## config.mk

```make
export PLATFORM = sky130hd
export DESIGN_NAME = hardwired_control_seq_flat
export DESIGN_NICKNAME = d
export VERILOG_FILES = /design/src/rtl/hardwired_control_seq_if.sv /design/src/rtl/hardwired_control_seq.sv /design/src/flat_wrapper.sv
export SDC_FILE = /design/constraint.sdc
export NUM_CORES = 1
export LEC_CHECK = 0
export ABC_AREA = 0
export CAP_MARGIN = 40
export CORE_UTILIZATION = 26
export CTS_CLUSTER_DIAMETER = 80
export DETAILED_ROUTE_END_ITERATION = 7
export GPL_TIMING_DRIVEN = 0
export PLACE_DENSITY = 0.95
export SLEW_MARGIN = 20
export SYNTH_ARGS = -nofsm -noshare
export SYNTH_HDL_FRONTEND = slang
export SYNTH_SLANG_ARGS = --single-unit
```

## constraint.sdc

```tcl
create_clock -name Clock -period 4.94 [get_ports Clock]
set_input_delay 0.988 -clock Clock [delete_from_list [all_inputs] [get_ports Clock]]
set_output_delay 0.988 -clock Clock [all_outputs]
set_load 0.05 [all_outputs]
```

## src/rtl/hardwired_control_seq_if.sv

```systemverilog
// Control bundle between the hardwired sequencer (master) and the Datapath (slave).
// The sequencer reads Run and IR, and drives every Datapath control strobe.
interface hardwired_control_seq_if;
    logic        Run;
    logic [31:0] IR;

    logic PCout;
    logic Zhiout;
    logic Zlowout;
    logic MDRout;
    logic HIout;
    logic LOout;

    logic MARin;
    logic Zin;
    logic PCin;
    logic MDRin;
    logic IRin;
    logic Yin;
    logic HIin;
    logic LOin;

    logic IncPC;
    logic Read;

    logic Gra;
    logic Grb;
    logic Grc;
    logic Rin;
    logic Rout;

    logic ADD;
    logic SUB;
    logic AND;
    logic OR;
    logic MUL;
    logic DIV;

    logic       Done;
    logic       Illegal;
    logic [3:0] state;

    modport master (
        input  Run, IR,
        output PCout, Zhiout, Zlowout, MDRout, HIout, LOout,
        output MARin, Zin, PCin, MDRin, IRin, Yin, HIin, LOin,
        output IncPC, Read,
        output Gra, Grb, Grc, Rin, Rout,
        output ADD, SUB, AND, OR, MUL, DIV,
        output Done, Illegal, state
    );

    modport slave (
        output Run, IR,
        input  PCout, Zhiout, Zlowout, MDRout, HIout, LOout,
        input  MARin, Zin, PCin, MDRin, IRin, Yin, HIin, LOin,
        input  IncPC, Read,
        input  Gra, Grb, Grc, Rin, Rout,
        input  ADD, SUB, AND, OR, MUL, DIV,
        input  Done, Illegal, state
    );
endinterface

```

## src/rtl/hardwired_control_seq.sv

```systemverilog
// Hardwired control sequencer: fetch (T0-T2) then a decode-driven execute sequence for
// 3-register ALU ops and 64-bit-result MUL/DIV. All strobes are decoded from state and IR.
module hardwired_control_seq #(
    parameter logic [4:0] OP_ADD = 5'b00000,
    parameter logic [4:0] OP_SUB = 5'b00001,
    parameter logic [4:0] OP_AND = 5'b00010,
    parameter logic [4:0] OP_MUL = 5'b00011,
    parameter logic [4:0] OP_DIV = 5'b00100,
    parameter logic [4:0] OP_OR  = 5'b00101
) (
    input  logic                   Clock,
    input  logic                   Clear,
    hardwired_control_seq_if.master ctrl
);

    typedef enum logic [3:0] {
        StIdle = 4'd0,
        StT0   = 4'd1,
        StT1   = 4'd2,
        StT2   = 4'd3,
        StT3   = 4'd4,
        StT4   = 4'd5,
        StT5   = 4'd6,
        StT6   = 4'd7,
        StHalt = 4'd8
    } state_e;

    state_e state_q, state_d;

    logic [4:0] opcode;
    logic       op_alu;
    logic       op_long;
    logic       op_legal;
    logic       unused_ir;

    assign opcode    = ctrl.IR[31:27];
    assign unused_ir = ^ctrl.IR[26:0];

    assign op_alu   = (opcode == OP_ADD) || (opcode == OP_SUB) ||
                      (opcode == OP_AND) || (opcode == OP_OR);
    assign op_long  = (opcode == OP_MUL) || (opcode == OP_DIV);
    assign op_legal = op_alu || op_long;

    always_ff @(posedge Clock or posedge Clear) begin
        if (Clear) begin
            state_q <= StIdle;
        end else begin
            state_q <= state_d;
        end
    end

    // Run is only looked at in IDLE and in the final execute state.
    always_comb begin
        state_d = state_q;
        case (state_q)
            StIdle: state_d = ctrl.Run ? StT0 : StIdle;
            StT0:   state_d = StT1;
            StT1:   state_d = StT2;
            StT2:   state_d = StT3;
            StT3:   state_d = op_legal ? StT4 : StHalt;
            StT4:   state_d = StT5;
            StT5: begin
                if (op_long) begin
                    state_d = StT6;
                end else begin
                    state_d = ctrl.Run ? StT0 : StIdle;
                end
            end
            StT6:   state_d = ctrl.Run ? StT0 : StIdle;
            StHalt: state_d = StHalt;
            default: state_d = StIdle;
        endcase
    end

    logic pc_out, zhi_out, zlow_out, mdr_out;
    logic mar_in, z_in, pc_in, mdr_in, ir_in, y_in, hi_in, lo_in;
    logic inc_pc, read;
    logic gra, grb, grc, r_in, r_out;
    logic alu_add, alu_sub, alu_and, alu_or, alu_mul, alu_div;
    logic done, illegal;

    always_comb begin
        pc_out   = 1'b0;
        zhi_out  = 1'b0;
        zlow_out = 1'b0;
        mdr_out  = 1'b0;
        mar_in   = 1'b0;
        z_in     = 1'b0;
        pc_in    = 1'b0;
        mdr_in   = 1'b0;
        ir_in    = 1'b0;
        y_in     = 1'b0;
        hi_in    = 1'b0;
        lo_in    = 1'b0;
        inc_pc   = 1'b0;
        read     = 1'b0;
        gra      = 1'b0;
        grb      = 1'b0;
        grc      = 1'b0;
        r_in     = 1'b0;
        r_out    = 1'b0;
        alu_add  = 1'b0;
        alu_sub  = 1'b0;
        alu_and  = 1'b0;
        alu_or   = 1'b0;
        alu_mul  = 1'b0;
        alu_div  = 1'b0;
        done     = 1'b0;
        illegal  = 1'b0;
        case (state_q)
            StT0: begin
                pc_out = 1'b1;
                mar_in = 1'b1;
                inc_pc = 1'b1;
                z_in   = 1'b1;
            end
            StT1: begin
                zlow_out = 1'b1;
                pc_in    = 1'b1;
                read     = 1'b1;
                mdr_in   = 1'b1;
            end
            StT2: begin
                mdr_out = 1'b1;
                ir_in   = 1'b1;
            end
            StT3: begin
                // An undecodable opcode leaves T3 silent on its way to HALT.
                if (op_legal) begin
                    grb   = 1'b1;
                    r_out = 1'b1;
                    y_in  = 1'b1;
                end
            end
            StT4: begin
                grc     = 1'b1;
                r_out   = 1'b1;
                z_in    = 1'b1;
                alu_add = (opcode == OP_ADD);
                alu_sub = (opcode == OP_SUB);
                alu_and = (opcode == OP_AND);
                alu_or  = (opcode == OP_OR);
                alu_mul = (opcode == OP_MUL);
                alu_div = (opcode == OP_DIV);
            end
            StT5: begin
                zlow_out = 1'b1;
                if (op_long) begin
                    lo_in = 1'b1;
                end else begin
                    gra  = 1'b1;
                    r_in = 1'b1;
                    done = 1'b1;
                end
            end
            StT6: begin
                zhi_out = 1'b1;
                hi_in   = 1'b1;
                done    = 1'b1;
            end
            StHalt: illegal = 1'b1;
            default: ;
        endcase
    end

    assign ctrl.PCout   = pc_out;
    assign ctrl.Zhiout  = zhi_out;
    assign ctrl.Zlowout = zlow_out;
    assign ctrl.MDRout  = mdr_out;
    // Reserved for MFHI/MFLO.
    assign ctrl.HIout   = 1'b0;
    assign ctrl.LOout   = 1'b0;

    assign ctrl.MARin = mar_in;
    assign ctrl.Zin   = z_in;
    assign ctrl.PCin  = pc_in;
    assign ctrl.MDRin = mdr_in;
    assign ctrl.IRin  = ir_in;
    assign ctrl.Yin   = y_in;
    assign ctrl.HIin  = hi_in;
    assign ctrl.LOin  = lo_in;

    assign ctrl.IncPC = inc_pc;
    assign ctrl.Read  = read;

    assign ctrl.Gra  = gra;
    assign ctrl.Grb  = grb;
    assign ctrl.Grc  = grc;
    assign ctrl.Rin  = r_in;
    assign ctrl.Rout = r_out;

    assign ctrl.ADD = alu_add;
    assign ctrl.SUB = alu_sub;
    assign ctrl.AND = alu_and;
    assign ctrl.OR  = alu_or;
    assign ctrl.MUL = alu_mul;
    assign ctrl.DIV = alu_div;

    assign ctrl.Done    = done;
    assign ctrl.Illegal = illegal;
    assign ctrl.state   = state_q;

endmodule

```

## src/flat_wrapper.sv

```systemverilog
// flat-port wrapper written by rule: the top's interface ports become plain ports
module hardwired_control_seq_flat 
#(
    parameter logic [4:0] OP_ADD = 5'b00000,
    parameter logic [4:0] OP_SUB = 5'b00001,
    parameter logic [4:0] OP_AND = 5'b00010,
    parameter logic [4:0] OP_MUL = 5'b00011,
    parameter logic [4:0] OP_DIV = 5'b00100,
    parameter logic [4:0] OP_OR  = 5'b00101
)
  (Clock, Clear, ctrl_Run, ctrl_IR, ctrl_PCout, ctrl_Zhiout, ctrl_Zlowout, ctrl_MDRout, ctrl_HIout, ctrl_LOout, ctrl_MARin, ctrl_Zin, ctrl_PCin, ctrl_MDRin, ctrl_IRin, ctrl_Yin, ctrl_HIin, ctrl_LOin, ctrl_IncPC, ctrl_Read, ctrl_Gra, ctrl_Grb, ctrl_Grc, ctrl_Rin, ctrl_Rout, ctrl_ADD, ctrl_SUB, ctrl_AND, ctrl_OR, ctrl_MUL, ctrl_DIV, ctrl_Done, ctrl_Illegal, ctrl_state);
  hardwired_control_seq_if ctrl_i ();
  input  logic Clock;
  input  logic Clear;
  input wire logic [$bits(ctrl_i.Run)-1:0] ctrl_Run;
  input wire logic [$bits(ctrl_i.IR)-1:0] ctrl_IR;
  output wire logic [$bits(ctrl_i.PCout)-1:0] ctrl_PCout;
  output wire logic [$bits(ctrl_i.Zhiout)-1:0] ctrl_Zhiout;
  output wire logic [$bits(ctrl_i.Zlowout)-1:0] ctrl_Zlowout;
  output wire logic [$bits(ctrl_i.MDRout)-1:0] ctrl_MDRout;
  output wire logic [$bits(ctrl_i.HIout)-1:0] ctrl_HIout;
  output wire logic [$bits(ctrl_i.LOout)-1:0] ctrl_LOout;
  output wire logic [$bits(ctrl_i.MARin)-1:0] ctrl_MARin;
  output wire logic [$bits(ctrl_i.Zin)-1:0] ctrl_Zin;
  output wire logic [$bits(ctrl_i.PCin)-1:0] ctrl_PCin;
  output wire logic [$bits(ctrl_i.MDRin)-1:0] ctrl_MDRin;
  output wire logic [$bits(ctrl_i.IRin)-1:0] ctrl_IRin;
  output wire logic [$bits(ctrl_i.Yin)-1:0] ctrl_Yin;
  output wire logic [$bits(ctrl_i.HIin)-1:0] ctrl_HIin;
  output wire logic [$bits(ctrl_i.LOin)-1:0] ctrl_LOin;
  output wire logic [$bits(ctrl_i.IncPC)-1:0] ctrl_IncPC;
  output wire logic [$bits(ctrl_i.Read)-1:0] ctrl_Read;
  output wire logic [$bits(ctrl_i.Gra)-1:0] ctrl_Gra;
  output wire logic [$bits(ctrl_i.Grb)-1:0] ctrl_Grb;
  output wire logic [$bits(ctrl_i.Grc)-1:0] ctrl_Grc;
  output wire logic [$bits(ctrl_i.Rin)-1:0] ctrl_Rin;
  output wire logic [$bits(ctrl_i.Rout)-1:0] ctrl_Rout;
  output wire logic [$bits(ctrl_i.ADD)-1:0] ctrl_ADD;
  output wire logic [$bits(ctrl_i.SUB)-1:0] ctrl_SUB;
  output wire logic [$bits(ctrl_i.AND)-1:0] ctrl_AND;
  output wire logic [$bits(ctrl_i.OR)-1:0] ctrl_OR;
  output wire logic [$bits(ctrl_i.MUL)-1:0] ctrl_MUL;
  output wire logic [$bits(ctrl_i.DIV)-1:0] ctrl_DIV;
  output wire logic [$bits(ctrl_i.Done)-1:0] ctrl_Done;
  output wire logic [$bits(ctrl_i.Illegal)-1:0] ctrl_Illegal;
  output wire logic [$bits(ctrl_i.state)-1:0] ctrl_state;
  assign ctrl_i.Run = ctrl_Run;
  assign ctrl_i.IR = ctrl_IR;
  assign ctrl_PCout = ctrl_i.PCout;
  assign ctrl_Zhiout = ctrl_i.Zhiout;
  assign ctrl_Zlowout = ctrl_i.Zlowout;
  assign ctrl_MDRout = ctrl_i.MDRout;
  assign ctrl_HIout = ctrl_i.HIout;
  assign ctrl_LOout = ctrl_i.LOout;
  assign ctrl_MARin = ctrl_i.MARin;
  assign ctrl_Zin = ctrl_i.Zin;
  assign ctrl_PCin = ctrl_i.PCin;
  assign ctrl_MDRin = ctrl_i.MDRin;
  assign ctrl_IRin = ctrl_i.IRin;
  assign ctrl_Yin = ctrl_i.Yin;
  assign ctrl_HIin = ctrl_i.HIin;
  assign ctrl_LOin = ctrl_i.LOin;
  assign ctrl_IncPC = ctrl_i.IncPC;
  assign ctrl_Read = ctrl_i.Read;
  assign ctrl_Gra = ctrl_i.Gra;
  assign ctrl_Grb = ctrl_i.Grb;
  assign ctrl_Grc = ctrl_i.Grc;
  assign ctrl_Rin = ctrl_i.Rin;
  assign ctrl_Rout = ctrl_i.Rout;
  assign ctrl_ADD = ctrl_i.ADD;
  assign ctrl_SUB = ctrl_i.SUB;
  assign ctrl_AND = ctrl_i.AND;
  assign ctrl_OR = ctrl_i.OR;
  assign ctrl_MUL = ctrl_i.MUL;
  assign ctrl_DIV = ctrl_i.DIV;
  assign ctrl_Done = ctrl_i.Done;
  assign ctrl_Illegal = ctrl_i.Illegal;
  assign ctrl_state = ctrl_i.state;
  hardwired_control_seq #(.OP_ADD(OP_ADD), .OP_SUB(OP_SUB), .OP_AND(OP_AND), .OP_MUL(OP_MUL), .OP_DIV(OP_DIV), .OP_OR(OP_OR)) u_core (.Clock(Clock), .Clear(Clear), .ctrl(ctrl_i));
endmodule
```

## Word-level counts from Yosys, hierarchy flattened

Cells that the tools add are included.

- Register bits: 4
- Bits of input ports: 35
- Output and inout port bits: 33
- Logic and storage cells: 50

- Equal/unequal tests: 13
- Multiplexer cells: 26
- Reduce and logical (&&, ||, !) cells: 10

Operators with widths:

| operator | count |
|---|---|
| 4-bit one-hot mux with 8 select lines | 1 |
| 1-bit two-way mux | 21 |
| 4-bit by 3-bit equality test with 1-bit output (second input constant) | 4 |
| 5-bit by 2-bit equality test with 1-bit output (second input constant) | 2 |
| 5-bit by 3-bit equality test with 1-bit output (second input constant) | 2 |
| 4-bit by 2-bit equality test with 1-bit output (second input constant) | 2 |
| 4-bit two-way mux | 2 |
| 2-bit OR reduction | 3 |
| 5-bit by 1-bit equality test with 1-bit output (second input constant) | 1 |
| 5-bit logical NOT | 1 |
| 1-bit logical OR | 5 |
| 4-bit by 1-bit equality test with 1-bit output (second input constant) | 1 |
| 4-bit equality test (second input constant) | 1 |
| 4-bit logical NOT | 1 |
| 1-bit one-hot mux with 2 select lines | 2 |

## Logic depth before layout (Yosys ltp)

Gate-level depths: netlist (run 1).

- Depth after elaboration: 7
- Gate-level depth with buffers: 5
- Depth with buffers taken out: 3

## Worst setup path after synthesis (run 1)

OpenSTA, ideal clock, no wires.

- Path kind: register to output
- From: reg u_core.state_q[0], in the netlist u_core.ctrl.state[0]
- To: out ctrl_ADD
- Arrival time: 2.575 ns
- Required time: 3.952 ns
- Setup slack: 1.377 ns
- Stages on the path, launching flop included: 5
- Path buffers: 1
- Cell sequence: dfrtp_1 buf_2 and4bb_2 nand3b_1 nor3_1

- Word-level cells in the longest chain between the ends: 2

Ends and longest elaborated chain:

| item | line | text |
|---|---|---|
| start, declared | hardwired_control_seq.sv:28 | `state_e state_q, state_d;` |
| start signal, assigned | hardwired_control_seq.sv:46 | `state_q <= StIdle;` |
| start signal, assigned | hardwired_control_seq.sv:48 | `state_q <= state_d;` |
| 4-bit by 3-bit equality test with 1-bit output | hardwired_control_seq.sv:110 | `case (state_q)` |
| 1-bit two-way mux | hardwired_control_seq.sv:110 |  |
| end, declared | flat_wrapper.sv:38 | `output wire logic [$bits(ctrl_i.ADD)-1:0] ctrl_ADD;` |

Every way passes these cells.

## Final worst setup path (run 1)

- From: in ctrl_IR[28]
- To: out ctrl_Yin

- Word-level cells in the longest chain between the ends: 7
- Elaborated cells between the ends (all ways): 13
- Classes of those cells: 5 x eq/ne; 2 x mux; 6 x reduce/logical

Ends and longest elaborated chain:

| item | line | text |
|---|---|---|
| start, declared | flat_wrapper.sv:16 | `input wire logic [$bits(ctrl_i.IR)-1:0] ctrl_IR;` |
| 5-bit by 1-bit equality test with 1-bit output or 5-bit logical NOT (tied branches) | hardwired_control_seq.sv:39 | `assign op_alu = (opcode == OP_ADD) \|\| (opcode == OP_SUB) \|\|` |
| 1-bit logical OR (2 in series) | hardwired_control_seq.sv:39 |  |
| 1-bit logical OR | hardwired_control_seq.sv:40 | `(opcode == OP_AND) \|\| (opcode == OP_OR);` |
| 1-bit logical OR (*) | hardwired_control_seq.sv:42 | `assign op_legal = op_alu \|\| op_long;` |
| 1-bit two-way mux (*) | hardwired_control_seq.sv:129 | `if (op_legal) begin` |
| 1-bit two-way mux (*) | hardwired_control_seq.sv:110 |  |
| end, declared | flat_wrapper.sv:28 | `output wire logic [$bits(ctrl_i.Yin)-1:0] ctrl_Yin;` |

Mark *: on every way between the ends. The rest lies on a longest branch, timed or not.

==> results of run 1 <==
==> worst max-delay path, stage by stage <==
cell and delay (ns):
clkdlybuf4s50_1 0.47, a211o_1 0.35, or4_4 0.43, inv_1 0.09, buf_4 0.10, clkdlybuf4s50_1 0.78
==> synthesized netlist by cell type, types with 2 or more instances <==
master	count	share of area, %
dfrtp_1	4	20
and2b_1	3	4.5
nor3_1	7	7.0
buf_2	2	2.0
buf_4	10	15
and4bb_2	2	5.0
nor2_1	6	4.5
or3_1	2	2.5
o21ai_0	2	2.0
nor3b_1	2	3.0
inv_1	8	6.0
and2_1	2	2.5
==> cell type report <==
cell class              count  area (um^2)
repair buffers             38          380
plain buffers              12         85.1
well taps                  25         31.3
multi-input cells          44          289
flip-flops and latches      4          100
clock buffers               3         22.5
inverters                   8         30.0
fillers                   185          826
==> through the flow <==
stage	setup WS, ns	power [mW]	std cells	utilization (%)	hold slack [ns]
floorplan	1.38	0.410	68	-	0.754
global placement	0.759	0.546	131	51.9	0.650
detailed placement	0.734	0.555	131	51.9	0.666
CTS	0.734	0.600	134	53.2	0.677
global route	0.656	0.627	134	53.2	0.727
finish	0.733	0.596	134	53.2	0.688
==> worst paths after layout <==
path                                 startpoint              endpoint
max in group asynchronous                 Clear  u_core.ctrl.state[3]
max                                 ctrl_IR[28]              ctrl_Yin
min reg2reg                u_core.ctrl.state[0]  u_core.ctrl.state[3]
max reg2reg                u_core.ctrl.state[1]  u_core.ctrl.state[2]
min in group asynchronous                 Clear  u_core.ctrl.state[1]
min                        u_core.ctrl.state[0]  u_core.ctrl.state[3]
==> layer usage <==
| metal | global-route usage (%) | vias up |
|---|---|---|
| met4 | 10.6 | 0 |
| met1 | 17.6 | 261 |
| met2 | 27.9 | 24 |
| met3 | 1.59 | 2 |
| met5 | 0 | - |
| li1 | - | 302 |
==> kinds of logic after synthesis <==
logic type             count (synthesis)  share of synthesized area [%]
other                                  1                          0.749
AO/OA/AOI/OAI                          7                           10.0
buffers and inverters                 20                           23.0
flip-flops                             4                           20.0
AND/OR/NAND/NOR                       35                           46.2
==> where the power goes <==
| group | switching (mW) | internal (mW) |
|---|---|---|
| Sequential | 0.0206 | 0.0463 |
| Combinational | 0.312 | 0.176 |
| Clock | 0.0139 | 0.0272 |
==> impl_results.md, run 1 <==
- Slew @ Worst Pin: 0.512 ns
- Layout cells sized above 1: 20.2%
- Leakage: 0.436 nW
- Crit path DAT: 3.22 ns
- Final Slew Violations: 0
- Met3 Routed Length: 95 um
- Cell variety after synth: 29
- Hold Path Depth: 2
- Max reg flops: 4
- Critical path type: input port to output port
- Post-DR vias/cell: 4.40
- Ant. Diodes: 0
- Core area: 0.00176 mm^2
- Worst-case reg-to-reg path depth: 4
- Vias in the first global route: 539
- M1 WL: 604 um
- Initial antenna violation count: 0
- Commonest non-fill, non-tap cell in the layout: clkdlybuf4s50_1
- Tcrit/Tclk final: 85.2%
- Overall routing resource usage: 15.8%
- Startpoint types: input port
- Status: finished clean
- Setup TNS: 0 ns
- DP Area: 916 um^2
- H-tree depth: 1
- TritonCTS clock tree: built
- Met2 wire length: 793 um
- Die Wd: 45.9 um
- Resize count post-CTS: 0
- Root buffer cell: clkbuf_4
- Clk_skew: 0.00422 ns
- Antenna Nets Post-Route: 0
- Hold-fix buffers, CTS: 0
- Wirelength per Cell: 11.2 um
- Io pins: 68
- Yosys reg bits: 4
- Routability cong.: 0.820
- Critical Path RT: 3.95 ns
- Global-route wire length before repair: 2300 um
- Max Used Layer: met4
- Final hold vios: 0
- Post-Layout Inst Area: 938 um^2
- Minimum clock period: 4.21 ns
- Final setup violation count: 0
- Synth Flop Type: dfrtp_1
- Async set-reset flop share out of synthesis: 100%
- Overflow after GRT: 0
- Gate Count Post-Synth: 67
- MaxCap Viol Count: 0
- Clock Latency Late Sink: 0.24 ns
- Drt total wl: 1510 um
- Total die area: 0.00210 mm^2
- Post-Syn Area: 500 um^2
- Rows: 15
- Worst VDD drop: 0.288 mV
- Crit end category: output port
- Die height: 45.9 um
- Register area share after synthesis: 20.0%
- I/O Buffers: 38
- Fmax achieved: 238 MHz
- CTS buffer count: 3
- Clock Pin Slew Worst Setup and Hold Paths: 0.04 ns
- Via count: 589
- Worst-path fanout max: 5
- Avg Inst Size Synth: 7.47 um^2
- HPWL Detailed: 1210 um
- RSZ-0062 raised after global routing: false
- Post-synth EDFFs: 0
- Clock buffer depth: 2
- Most frequent cells in the layout: clkdlybuf4s50_1, buf_4, inv_1
- Reg2Reg Setup Slack: 3.55 ns
- PD cells: 635 mW/mm^2
- Relative slew slack: 65.8%
- Synth Warn #: 0
- Clock sinks: 4
- 1st-iter DRT viols: 5
- Post-CTS setup buffers: 0
- Initial Util: 28.4%
- Tightest Hold Check Type: register to register
- Nets: 146
- Initial DRT Pass Iterations: 4
- Largest net degree at the start of global routing: 12
- Area Overhead vs Synth: 87.5%
- # DRC: 0
(Power assumes the default switching activity.)
==> run 2, diff against run 1 <==
CORE_ASPECT_RATIO = 1.5   (was default)
CORE_UTILIZATION = 24   (was 26)
PLACE_DENSITY = 0.9   (was 0.95)
REMOVE_ABC_BUFFERS = 1   (was default)
clock period = 3.95 ns   (was 4.94 ns; I/O delays follow)
==> impl_results.md, run 2 (same netlist as run 1, synthesis figures left out) <==
- Ant. Diodes: 0 (unchanged)
- Overall routing resource usage: 12.3% (-3.5 points)
- Crit path launch: ctrl_IR[29]
- Post-Layout Inst Area: 848 um^2 (-9.6%)
- TritonCTS clock tree: built
- WHS: 0.691 ns (+0.00379 ns)
- Final Slew Violations: 0 (unchanged)
- # DRC: 0 (unchanged)
- Met3 Routed Length: 107 um (+13%)
- RSZ-0062 raised after global routing: false
- Die Wd: 39.3 um (-14%)
- Root buffer cell: clkbuf_4
- M1 WL: 511 um (-15%)
- Tightest Hold Check Type: register to register
- Layout cells sized above 1: 10.3% (-9.9 points)
- Clock Latency Late Sink: 0.23 ns (about the same)
- Resize count post-CTS: 0 (unchanged)
- DP Area: 826 um^2 (-9.8%)
- Worst VDD drop: 0.271 mV (-5.9%)
- Rows: 19 (+4)
- CTS buffer count: 3 (unchanged)
- Vias in the first global route: 520 (-3.5%)
- Reg-to-Reg Start: u_core.ctrl.state[3]
- Tcrit/Tclk final: 94.1%
- Initial DRT Pass Iterations: 2 (-2)
- Largest net degree at the start of global routing: 15 (+3)
- Critical path type: input port to output port
- 1st-iter DRT viols: 2 (-3)
- Clock sinks: 4 (unchanged)
- Reg2Reg Setup Slack: 2.58 ns (-0.97 ns)
- Final WS setup: 0.231 ns (-0.502 ns)
- Io pins: 68 (unchanged)
- Area Overhead vs Synth: 69.5%
- Hold-fix buffers, CTS: 0 (unchanged)
- HPWL Detailed: 1060 um (-12%)
- Worst-path fanout max: 6 (+1)
- Crit end category: output port
- Max reg flops: 4 (unchanged)
- Worst Setup EP: ctrl_Grb
- Leakage: 0.374 nW (-14%)
- Clock buffer depth: 2 (unchanged)
- Overflow after GRT: 0 (unchanged)
- Core area: 0.00190 mm^2 (+7.8%)
- I/O Buffers: 38 (unchanged)
- Die height: 57.9 um (+26%)
- Setup Slack @ Placement: 0.231 ns (-0.502 ns)
- H-tree depth: 1 (unchanged)
- Drt total wl: 1330 um (-12%)
- Slew @ Worst Pin: 0.505 ns (-0.00745 ns)
- Wirelength per Cell: 11.2 um (about the same)
- Fmax achieved: 269 MHz
- Minimum clock period: 3.72 ns
- Clock Pin Slew Worst Setup and Hold Paths: 0.04 ns (about the same)
- Most frequent cells in the layout: clkdlybuf4s50_1, inv_1, nor3_1
- Startpoint types: input port
- Post-CTS setup buffers: 0 (unchanged)
- Antenna Nets Post-Route: 0 (unchanged)
- MaxCap Viol Count: 0 (unchanged)
- Post-DR vias/cell: 4.82 (+9.7%)
- Total die area: 0.00228 mm^2 (+8.1%)
- Final setup violation count: 0 (unchanged)
- Critical R2R Capture: u_core.ctrl.state[0]
- Initial antenna violation count: 0 (unchanged)
- Via count: 569 (-3.4%)
- Status: finished clean
- Setup TNS: 0 ns (unchanged)
- Worst-case reg-to-reg path depth: 3 (-1)
- Critical Path RT: 3.16 ns (-0.79 ns)
- PD cells: 817 mW/mm^2 (+29%)
- Max Used Layer: met3
- Nets: 134 (-8.2%)
- Commonest non-fill, non-tap cell in the layout: clkdlybuf4s50_1
- Initial Util: 26.3% (-2.1 points)
- Met2 wire length: 706 um (-11%)
- Clk_skew: 0.00231 ns (-0.00191 ns)
- Routability cong.: 0.701 (-14%)
- Crit path DAT: 2.93 ns (-0.29 ns)
- # fillers: 196 (+5.9%)
- Relative slew slack: 66.3% (+0.50 points)
- Final hold vios: 0 (unchanged)
- Global-route wire length before repair: 2040 um (-12%)
-- run 2: how the worst min path moves through the flow --
stage	startpoint	to	slack, ns	cells after the start
3_5_place_dp	u_core.ctrl.state[0]	u_core.ctrl.state[3]	0.68	1
2_1_floorplan	Clear	u_core.ctrl.state[0]	0.56	1
5_1_grt	Clear	u_core.ctrl.state[2]	0.75	2
6_report	u_core.ctrl.state[0]	u_core.ctrl.state[3]	0.69	1
3_3_place_gp	u_core.ctrl.state[0]	u_core.ctrl.state[3]	0.64	1
4_1_cts	u_core.ctrl.state[0]	u_core.ctrl.state[3]	0.69	1
-- run 2: area by class of cell --
class,instances,area (um^2),share of cell area [%]
Timing Repair Buffer,38,380,44.8
Inverter,8,30.0,3.54
Sequential cell,4,100,11.8
Tap cell,21,26.3,3.10
Multi-Input combinational cell,44,289,34.1
Clock buffer,3,22.5,2.65
-- run 2: critical path, cell delays in order --
cell,delay (ns)
clkdlybuf4s50_1,0.49
a211o_1,0.33
or4_4,0.43
inv_1,0.08
clkdlybuf4s50_1,0.79
-- run 2: layer usage --
| metal | track usage (%) | up-vias |
|---|---|---|
| met3 | 1.15 | 0 |
| met2 | 21.9 | 33 |
| li1 | - | 280 |
| met5 | 0 | - |
| met4 | 5.91 | 0 |
| met1 | 13.9 | 256 |
-- run 2: metrics by stage --
step / util, % / power (mW) / instances
detailed placement: 43.4 / 0.647 / 115
CTS: 44.6 / 0.701 / 118
finish: 44.6 / 0.693 / 118
floorplan: - / 0.465 / 56
global placement: 43.4 / 0.637 / 115
global route: 44.6 / 0.734 / 118
-- run 2: report_power, final --
group | total, mW | switching [mW] | leakage [nW] | internal (mW)
sequential | 0.104 | 0.0464 | 0.0519 | 0.0575
clock | 0.0499 | 0.0160 | 0.0138 | 0.0339
combinational | 0.539 | 0.358 | 0.308 | 0.182
total | 0.693 | 0.420 | 0.374 | 0.273
==> run 3, diff against run 2 <==
CAP_MARGIN = default   (was 40)
==> results of run 3 <==
No change in the layout: final DEF, timing and power equal those of run 2.
